===== src/rtl/sync_fifo_param_pkg.sv =====
// -----------------------------------------------------------------------------
// sync_fifo_param_pkg
//   Shared FIFO definitions: default geometry, read-mode encoding and the
//   pointer/count width helpers. The single-clock and dual-clock FIFOs both
//   use this package.
// -----------------------------------------------------------------------------
package sync_fifo_param_pkg;

    localparam int unsigned DEF_WIDTH = 8;
    localparam int unsigned DEF_DEPTH = 16;

    // Read-port behaviour of the storage array.
    typedef enum logic {
        RD_STANDARD = 1'b0,   // registered read, 1-cycle latency
        RD_FWFT     = 1'b1    // combinational head-of-queue read
    } rd_mode_e;

    // Address width for a DEPTH-entry array. The result is at least 1 bit so
    // that a DEPTH of 1 would still produce a legal vector.
    function automatic int unsigned ptr_w(input int unsigned depth);
        return (depth > 1) ? $clog2(depth) : 1;
    endfunction

    // Width of an occupancy counter that can hold 0..depth.
    function automatic int unsigned cnt_w(input int unsigned depth);
        return $clog2(depth + 1);
    endfunction

endpackage


===== src/rtl/sync_fifo_param_mem.sv =====
// -----------------------------------------------------------------------------
// sync_fifo_param_mem
//   DEPTH x WIDTH two-port storage array: one synchronous write port and one
//   read port. The read port is either registered (RD_STANDARD, with a
//   synchronously reset output register) or combinational (RD_FWFT).
// Ports
//   clk    in   clock
//   res    in   synchronous active-high reset (read register only; the
//               storage array itself is never cleared)
//   we     in   write enable
//   waddr  in   write address
//   wdata  in   write data
//   re     in   read enable (registered mode only)
//   raddr  in   read address
//   rdata  out  read data
// -----------------------------------------------------------------------------
module sync_fifo_param_mem
    import sync_fifo_param_pkg::*;
#(
    parameter int unsigned WIDTH = DEF_WIDTH,
    parameter int unsigned DEPTH = DEF_DEPTH,
    parameter int unsigned PTR_W = ptr_w(DEF_DEPTH),
    parameter rd_mode_e    MODE  = RD_STANDARD
) (
    input  logic             clk,
    input  logic             res,
    input  logic             we,
    input  logic [PTR_W-1:0] waddr,
    input  logic [WIDTH-1:0] wdata,
    input  logic             re,
    input  logic [PTR_W-1:0] raddr,
    output logic [WIDTH-1:0] rdata
);

    logic [WIDTH-1:0] mem_q [DEPTH];

    always_ff @(posedge clk) begin
        if (we) begin
            mem_q[waddr] <= wdata;
        end
    end

    if (MODE == RD_FWFT) begin : g_comb_rd
        // The head entry is always visible, so the reset and read-enable
        // inputs have no function in this mode.
        logic unused_rd;
        assign unused_rd = &{1'b0, res, re};
        assign rdata     = mem_q[raddr];
    end else begin : g_reg_rd
        logic [WIDTH-1:0] rdata_q;
        always_ff @(posedge clk) begin
            if (res) begin
                rdata_q <= '0;
            end else if (re) begin
                rdata_q <= mem_q[raddr];
            end
        end
        assign rdata = rdata_q;
    end

endmodule


===== src/rtl/sync_fifo_param.sv =====
// -----------------------------------------------------------------------------
// sync_fifo_param
//   Single-clock parametrised FIFO with arbitrary depth, occupancy count,
//   programmable almost-full/almost-empty thresholds, standard or
//   first-word-fall-through read mode and sticky, clearable error flags.
// Ports
//   clk, res                synchronous active-high reset
//   wr_en, wdata            write request / data
//   rd_en                   read request (FWFT: pop head)
//   rdata, rd_valid         read data and its qualifier
//   full, empty             count == DEPTH / count == 0
//   almost_full             count >= AF_LEVEL
//   almost_empty            count <= AE_LEVEL
//   count                   current occupancy
//   overflow, underflow     sticky error flags
//   clr_err                 clears the sticky error flags
// -----------------------------------------------------------------------------
module sync_fifo_param
    import sync_fifo_param_pkg::*;
#(
    parameter int unsigned WIDTH    = DEF_WIDTH,
    parameter int unsigned DEPTH    = DEF_DEPTH,
    parameter int unsigned AF_LEVEL = 14,
    parameter int unsigned AE_LEVEL = 2,
    parameter int unsigned FWFT     = 0
) (
    input  logic                       clk,
    input  logic                       res,
    input  logic                       wr_en,
    input  logic [WIDTH-1:0]           wdata,
    input  logic                       rd_en,
    output logic [WIDTH-1:0]           rdata,
    output logic                       rd_valid,
    output logic                       full,
    output logic                       empty,
    output logic                       almost_full,
    output logic                       almost_empty,
    output logic [$clog2(DEPTH+1)-1:0] count,
    output logic                       overflow,
    output logic                       underflow,
    input  logic                       clr_err
);

    localparam int unsigned PTR_W = ptr_w(DEPTH);
    localparam int unsigned CNT_W = cnt_w(DEPTH);
    localparam rd_mode_e    MODE  = (FWFT != 0) ? RD_FWFT : RD_STANDARD;

    localparam logic [PTR_W-1:0] PTR_LAST = PTR_W'(DEPTH - 1);
    localparam logic [CNT_W-1:0] CNT_FULL = CNT_W'(DEPTH);
    localparam logic [CNT_W-1:0] CNT_AF   = CNT_W'(AF_LEVEL);
    localparam logic [CNT_W-1:0] CNT_AE   = CNT_W'(AE_LEVEL);

    logic [PTR_W-1:0] wr_ptr_q, wr_ptr_d;
    logic [PTR_W-1:0] rd_ptr_q, rd_ptr_d;
    logic [CNT_W-1:0] count_q, count_d;
    logic             full_q, full_d;
    logic             empty_q, empty_d;
    logic             af_q, af_d;
    logic             ae_q, ae_d;
    logic             ovf_q, ovf_d;
    logic             unf_q, unf_d;
    logic             rd_acc, wr_acc;
    logic [WIDTH-1:0] mem_rdata;

    always_comb begin
        rd_acc = rd_en & ~empty_q;
        // A full FIFO still takes a write when the same cycle frees a slot.
        wr_acc = wr_en & (~full_q | rd_acc);

        wr_ptr_d = wr_ptr_q;
        if (wr_acc) begin
            wr_ptr_d = (wr_ptr_q == PTR_LAST) ? '0 : wr_ptr_q + PTR_W'(1);
        end
        rd_ptr_d = rd_ptr_q;
        if (rd_acc) begin
            rd_ptr_d = (rd_ptr_q == PTR_LAST) ? '0 : rd_ptr_q + PTR_W'(1);
        end

        count_d = count_q + CNT_W'(wr_acc) - CNT_W'(rd_acc);

        // Flags are derived from the next count so they register in step
        // with it.
        full_d  = (count_d == CNT_FULL);
        empty_d = (count_d == '0);
        af_d    = (count_d >= CNT_AF);
        ae_d    = (count_d <= CNT_AE);

        // A fresh error in the clearing cycle keeps the flag set.
        ovf_d = ovf_q;
        if (wr_en & ~wr_acc) begin
            ovf_d = 1'b1;
        end else if (clr_err) begin
            ovf_d = 1'b0;
        end
        unf_d = unf_q;
        if (rd_en & empty_q) begin
            unf_d = 1'b1;
        end else if (clr_err) begin
            unf_d = 1'b0;
        end
    end

    always_ff @(posedge clk) begin
        if (res) begin
            wr_ptr_q <= '0;
            rd_ptr_q <= '0;
            count_q  <= '0;
            full_q   <= 1'b0;
            empty_q  <= 1'b1;
            af_q     <= 1'b0;
            ae_q     <= 1'b1;
            ovf_q    <= 1'b0;
            unf_q    <= 1'b0;
        end else begin
            wr_ptr_q <= wr_ptr_d;
            rd_ptr_q <= rd_ptr_d;
            count_q  <= count_d;
            full_q   <= full_d;
            empty_q  <= empty_d;
            af_q     <= af_d;
            ae_q     <= ae_d;
            ovf_q    <= ovf_d;
            unf_q    <= unf_d;
        end
    end

    sync_fifo_param_mem #(
        .WIDTH (WIDTH),
        .DEPTH (DEPTH),
        .PTR_W (PTR_W),
        .MODE  (MODE)
    ) u_mem (
        .clk   (clk),
        .res   (res),
        .we    (wr_acc & ~res),
        .waddr (wr_ptr_q),
        .wdata (wdata),
        .re    (rd_acc),
        .raddr (rd_ptr_q),
        .rdata (mem_rdata)
    );

    if (MODE == RD_FWFT) begin : g_fwft
        // Head is shown only while it holds live data; stale storage is
        // masked so an empty FIFO presents zero.
        assign rdata    = empty_q ? '0 : mem_rdata;
        assign rd_valid = ~empty_q;
    end else begin : g_std
        logic rd_valid_q;
        always_ff @(posedge clk) begin
            if (res) begin
                rd_valid_q <= 1'b0;
            end else begin
                rd_valid_q <= rd_acc;
            end
        end
        assign rdata    = mem_rdata;
        assign rd_valid = rd_valid_q;
    end

    assign full         = full_q;
    assign empty        = empty_q;
    assign almost_full  = af_q;
    assign almost_empty = ae_q;
    assign count        = count_q;
    assign overflow     = ovf_q;
    assign underflow    = unf_q;

endmodule


===== config.mk =====
export PLATFORM = sky130hd
export DESIGN_NAME = sync_fifo_param
export DESIGN_NICKNAME = d
export VERILOG_FILES = /design/src/rtl/sync_fifo_param_pkg.sv /design/src/rtl/sync_fifo_param_mem.sv /design/src/rtl/sync_fifo_param.sv
export SDC_FILE = /design/constraint.sdc
export NUM_CORES = 1
export LEC_CHECK = 0
export BUFFER_PORTS_ARGS = -buffer_cell sky130_fd_sc_hd__buf_2
export CORE_MARGIN = 2
export CORE_UTILIZATION = 50
export CTS_BUF_LIST = sky130_fd_sc_hd__clkbuf_8
export CTS_CLUSTER_SIZE = 20
export DETAILED_ROUTE_END_ITERATION = 8
export GPL_TIMING_DRIVEN = 0
export PLACE_DENSITY = 0.67
export SYNTH_ARGS = -nofsm -noshare
export SYNTH_HDL_FRONTEND = slang
export SYNTH_SLANG_ARGS = --single-unit

===== constraint.sdc =====
create_clock -name clk -period 3.45 [get_ports clk]
set_input_delay 0.1725 -clock clk [delete_from_list [all_inputs] [get_ports clk]]
set_output_delay 0.1725 -clock clk [all_outputs]
set_load 0.005 [all_outputs]

Word level (Yosys, flattened, before mapping) --
Memories as Yosys holds them, arrays and structs flattened. A register that Yosys moved wholly into a read port is not among the register bits. Cells that the tools add are included.
Storage, ports and cells: RAM bits 128, output and inout bits 20, flip-flop bits (word level) 20, logic and storage cells 40, memories kept 1
Operators by class: equality and inequality tests 3, bitwise logic cells 10, magnitude comparators 2, add/sub/neg operators 4, multiplexer cells 7, reductions and logical operators 3
Memory list:
- u_mem.mem_q | depth 16, width 8, read ports 1, clocked after Yosys merged registers in 1, wr ports 1, line sync_fifo_param_mem.sv:35 | logic [WIDTH-1:0] mem_q [DEPTH];
Operators by type and width (count):
- adder 4 x 1 -> 4 bit (second input constant) | 2
- == test 4 bit (second input constant) | 2
- 2-to-1 mux 4 bit | 2
- adder 5 x 1 -> 5 bit | 1
- AND 1 bit | 5
- == test 5 bit (second input constant) | 1
- greater-or-equal comparator 5 x 4 -> 1 bit (second input constant) | 1
- less-or-equal comparator 5 x 2 -> 1 bit (second input constant) | 1
- zero test 5 bit | 1
- 2-to-1 mux 1 bit | 5
- subtractor 5 x 1 -> 5 bit | 1
- NOT 1 bit | 4
- nonzero test 2 bit | 2
- bitwise OR 1 bit | 1

Longest topological paths before layout --
depth in word-level cells 7, mapped depth 12, mapped depth without buffers 11

Hierarchy --
A second synthesis with hierarchy kept.
Second synthesis, totals: cell total of the unflattened synthesis 418, area, all modules 6256.0 um^2
Modules (own cells, without submodules):
- sync_fifo_param_mem | seq. area each 4003.8 um^2, cells each 316, area each 5343.9 um^2, instances 1
- sync_fifo_param | seq. area each 400.4 um^2, cells each 102, area each 912.1 um^2, instances 1

Worst setup path before layout --
Ideal clock, no wire load.
path type register to register, start point register empty_q (netlist: empty), end point register full_q (netlist: full), data required time 3333 ps, path buffers 1, cell stages (with the launch flop) 13, slack 770 ps, period minus slack after synthesis 2680 ps, setup time 117 ps, data arrival time 2562 ps, path through dfxtp_1 > nand2b_4 > buf_6 > a21boi_1 > inv_1 > ha_1 > inv_1 > ha_1 > fa_1 > a21o_1 > a21oi_1 > xnor2_1 > and4bb_2
On the way: cells in the longest elaborated chain, start to end 7
RTL lines:
- start: declaration | line sync_fifo_param.sv:57 | logic empty_q, empty_d;
- start signal: assignment | line sync_fifo_param.sv:119 | empty_q <= empty_d;
- NOT 1 bit (*) | line sync_fifo_param.sv:66 | rd_acc = rd_en & ~empty_q;
- AND 1 bit (*) | line sync_fifo_param.sv:66
- bitwise OR 1 bit | line sync_fifo_param.sv:68 | wr_acc = wr_en & (~full_q | rd_acc);
- AND 1 bit | line sync_fifo_param.sv:68
- adder 5 x 1 -> 5 bit | line sync_fifo_param.sv:79 | count_d = count_q + CNT_W'(wr_acc) - CNT_W'(rd_acc);
- subtractor 5 x 1 -> 5 bit (*) | line sync_fifo_param.sv:79
- == test 5 bit (*) | line sync_fifo_param.sv:83 | full_d = (count_d == CNT_FULL);
- end signal: assignment | line sync_fifo_param.sv:118 | full_q <= full_d;
- end: declaration | line sync_fifo_param.sv:56 | logic full_q, full_d;
Mark *: on every way between the ends. The rest lies on a longest branch, timed or not. A chain may end at the register's enable or synchronous reset.

Final worst setup path --
start point register empty_q (netlist: empty), end point register full_q (netlist: full)
On the way: cells in the longest elaborated chain, start to end 7
RTL lines:
- NOT 1 bit (*) | line sync_fifo_param.sv:66
- AND 1 bit (*) | line sync_fifo_param.sv:66
- named net rd_acc | line sync_fifo_param.sv:62 | logic rd_acc, wr_acc;
- bitwise OR 1 bit | line sync_fifo_param.sv:68
- AND 1 bit | line sync_fifo_param.sv:68
- adder 5 x 1 -> 5 bit | line sync_fifo_param.sv:79
- subtractor 5 x 1 -> 5 bit (*) | line sync_fifo_param.sv:79
- == test 5 bit (*) | line sync_fifo_param.sv:83
The timed path passes the listed nets; every way through them passes the cells marked *.

==> flow_metrics.py <==
metrics = {
    "status": {
        "status": "complete, no violations",
    },
    "die": {
        "row_count": 40,
        "io_pins": 33,
        "dieArea_um2": 13400,
        "die_w_um": 116,
        "initial_core_util_pct": 51.5,
        "die_h_um": 116,
        "fp.coreArea_um2": 12100,
    },
    "timing": {
        "hold_ws_ns": 0.0292,
        "grt_setup_unrepaired": "false",
        "fin_ws_ns": 0.467,
        "fin_setup_tns_ns": 0,
        "finalSetupViolCount": 0,
        "fin_crit_sh_pct": 86.5,
        "final_max_slew_viol_count": 0,
        "max-slew-margin-rel_pct": 10.6,
        "hold_viol": 0,
        "worstMarginPinSlew_ns": 1.33,
        "fin_crit_ns": 2.98,
        "fmax_mhz": 335,
        "finClkSkew_ns": 0.00865,
    },
    "run": {
        "maxCapViolations": 0,
    },
    "synthesis": {
        "syn_nets": 410,
        "postSynthCellCount": 386,
        "ys_seq_elements": 156,
        "synthFlopType": "edfxtp_1",
        "ys_types": 47,
        "synth_edf_count": 128,
        "syn_avg_cell_area_um2": 16.2,
        "yosys_warnings": 0,
        "syn_area_um2": 6240,
        "yosysSeqAreaShare_pct": 70.6,
        "ys_async_sr_fraction_pct": 0,
    },
    "cells_and_area": {
        "antenna_cells": 0,
        "final_cell_mix": "edfxtp_1 (128), mux2i_1 (38), buf_2 (35), dfxtp_1 (28), nor2_1 (25)",
        "drive_gt1_share_pct": 20.4,
        "area_delta_synth_final_pct": 12.9,
        "final_nets": 463,
        "utilization_pct": 58.2,
        "final_common_cell": "edfxtp_1",
    },
    "global_routing": {
        "grt_pass1_vias": 3441,
        "antenna_found_initial": 0,
        "grt_max_degree": 17,
        "overflow": 0,
        "grt_pass1_wl_um": 19000,
        "grt_usage_pct": 20.3,
    },
    "critical_path": {
        "arrival_ns": 3.34,
        "max_stage_delay_ns": 0.42,
        "end_kind": "flop",
        "crit_required_ns": 3.81,
        "worstPathCellList": "nand2b_4 > buf_6 > clkinv_2 > clkbuf_1 > ha_1 > inv_1 > ha_1 > fa_1 > a21o_1 > a21oi_1 > xnor2_1 > and4bb_2",
        "path_max_fanout": 10,
        "path_common_cell": "ha_1",
        "path_class": "reg2reg",
        "r2r_setup_slack_ns": 0.47,
        "start_kind": "flop",
        "crit_slowest_cell": "fa_1",
    },
    "cts": {
        "cts_root_buf": "clkbuf_8",
        "cts.sinks": 156,
        "clock_latency_ns": 0.45,
        "clk_pin_slew_worst_paths_ns": 0.08,
        "post_cts_resized": 0,
        "cts_buffers": 17,
        "cts_tree": "done",
        "cts_max_level": 4,
        "ctsLongestPathBuffers": 2,
    },
    "route": {
        "wl_per_cell_um": 20.1,
        "drc": 0,
        "finalWirelength_um": 12500,
        "drt_iter0_markers": 272,
        "vias_per_cell": 5.64,
        "antenna_left": 0,
        "first_pass_iters": 5,
        "vias": 3497,
    },
    "placement": {
        "dp_slack_ns": 0.482,
        "portBuffers": 32,
        "place_congestion": 0.838,
        "dpl.hpwl_um": 8060,
    },
    "power": {
        "p_leak_nw": 2.37,
        "powerDensity_nw_per_um2": 618,
        "ir_worst_vdd_uv": 383,
    },
    "hold_path": {
        "hold_class": "in2reg",
    },
}
## worst paths after layout
kind | startpoint | end | cells after the start
max | empty | full | 12
min | clr_err | overflow | 4
max reg2reg | empty | full | 12
min reg2reg | overflow | overflow | 2
## synth_stat cells (3+ instances only)
| library cell | count | area (um^2) |
|---|---|---|
| mux4_2 | 12 | 270 |
| nor2_1 | 25 | 93.8 |
| buf_2 | 3 | 15.0 |
| nand3_1 | 5 | 25.0 |
| o21ai_0 | 10 | 50.1 |
| edfxtp_1 | 128 | 3840 |
| a22oi_1 | 3 | 22.5 |
| inv_1 | 13 | 48.8 |
| ha_1 | 10 | 125 |
| buf_6 | 4 | 45.0 |
| buf_4 | 3 | 22.5 |
| mux2i_1 | 38 | 380 |
| o221ai_1 | 7 | 61.3 |
| dfxtp_1 | 28 | 561 |
| a21oi_1 | 21 | 105 |
| nor3_1 | 4 | 20.0 |
| nand2_1 | 14 | 52.6 |
| clkbuf_1 | 4 | 15.0 |
| a221oi_1 | 7 | 61.3 |
| nor2b_1 | 4 | 25.0 |
| o21ai_1 | 5 | 25.0 |
| xor2_1 | 4 | 35.0 |
## cell families (layout without fill, tap and decap cells)
kind of cell    Yosys count  in the layout  share of synthesized area, %
buf+inv                  32             98                          3.03
compound gates           68             68                          7.26
xor+xnor                  6              6                         0.842
flops                   156            156                          70.6
fa+ha+maj                11             11                          2.33
simple gates             61             61                          4.71
mux                      52             52                          11.3
## layout make-up
type	instances	area, um^2
sequential	156	4400
clock buffer	17	234
timing repair buffer	34	178
clock inverter	15	181
tap	168	210
fill	973	5070
buffer	18	135
inverter	14	53.8
multi-input combinational	198	1650
## state kept, by name (all words and copies together) (netlist names)
signal,count
u_mem.mem_q,128
u_mem.rdata,8
count,5
rd_ptr_q,4
wr_ptr_q,4
almost_empty,1
almost_full,1
empty,1
full,1
overflow,1
rd_valid,1
underflow,1
## per-layer routing
metal / track usage, % / up-vias / routed length, um
li1: - / 1606 / -
met1: 27.8 / 1735 / 5530
met2: 31.1 / 137 / 5780
met3: 5.60 / 19 / 933
met4: 8.02 / 0 / 216
met5: 0 / - / 0
## worst max-delay path: cells and delay by family, from the launching register on
family                   cells  cell delay [ns]
adder cells (fa/ha/maj)      3             0.99
buffers and inverters        4             0.54
AND/OR/NAND/NOR              2             0.41
flip-flops                   1             0.35
AO/OA/AOI/OAI                2             0.34
XOR/XNOR                     1             0.23
## metrics by stage
stage	power [mW]	instances	instance area (um^2)
global placement	2.96	586	6610
finish	4.35	620	7040
floorplan	2.73	386	6240
CTS	4.37	619	7040
detailed placement	2.97	586	6610
global route	4.54	620	7040
## report_power, final
group	switching, mW	total, mW	internal (mW)
clock	0.644	1.42	0.774
combinational	0.429	0.750	0.321
sequential	0.0512	2.18	2.13
## repair_timing
item                      in CTS  in global routing
hold endpoints to repair       1                  0
hold buffers                   1                  0
buffers inserted               0                  0
Note: power is estimated with default switching activity, not from simulation.
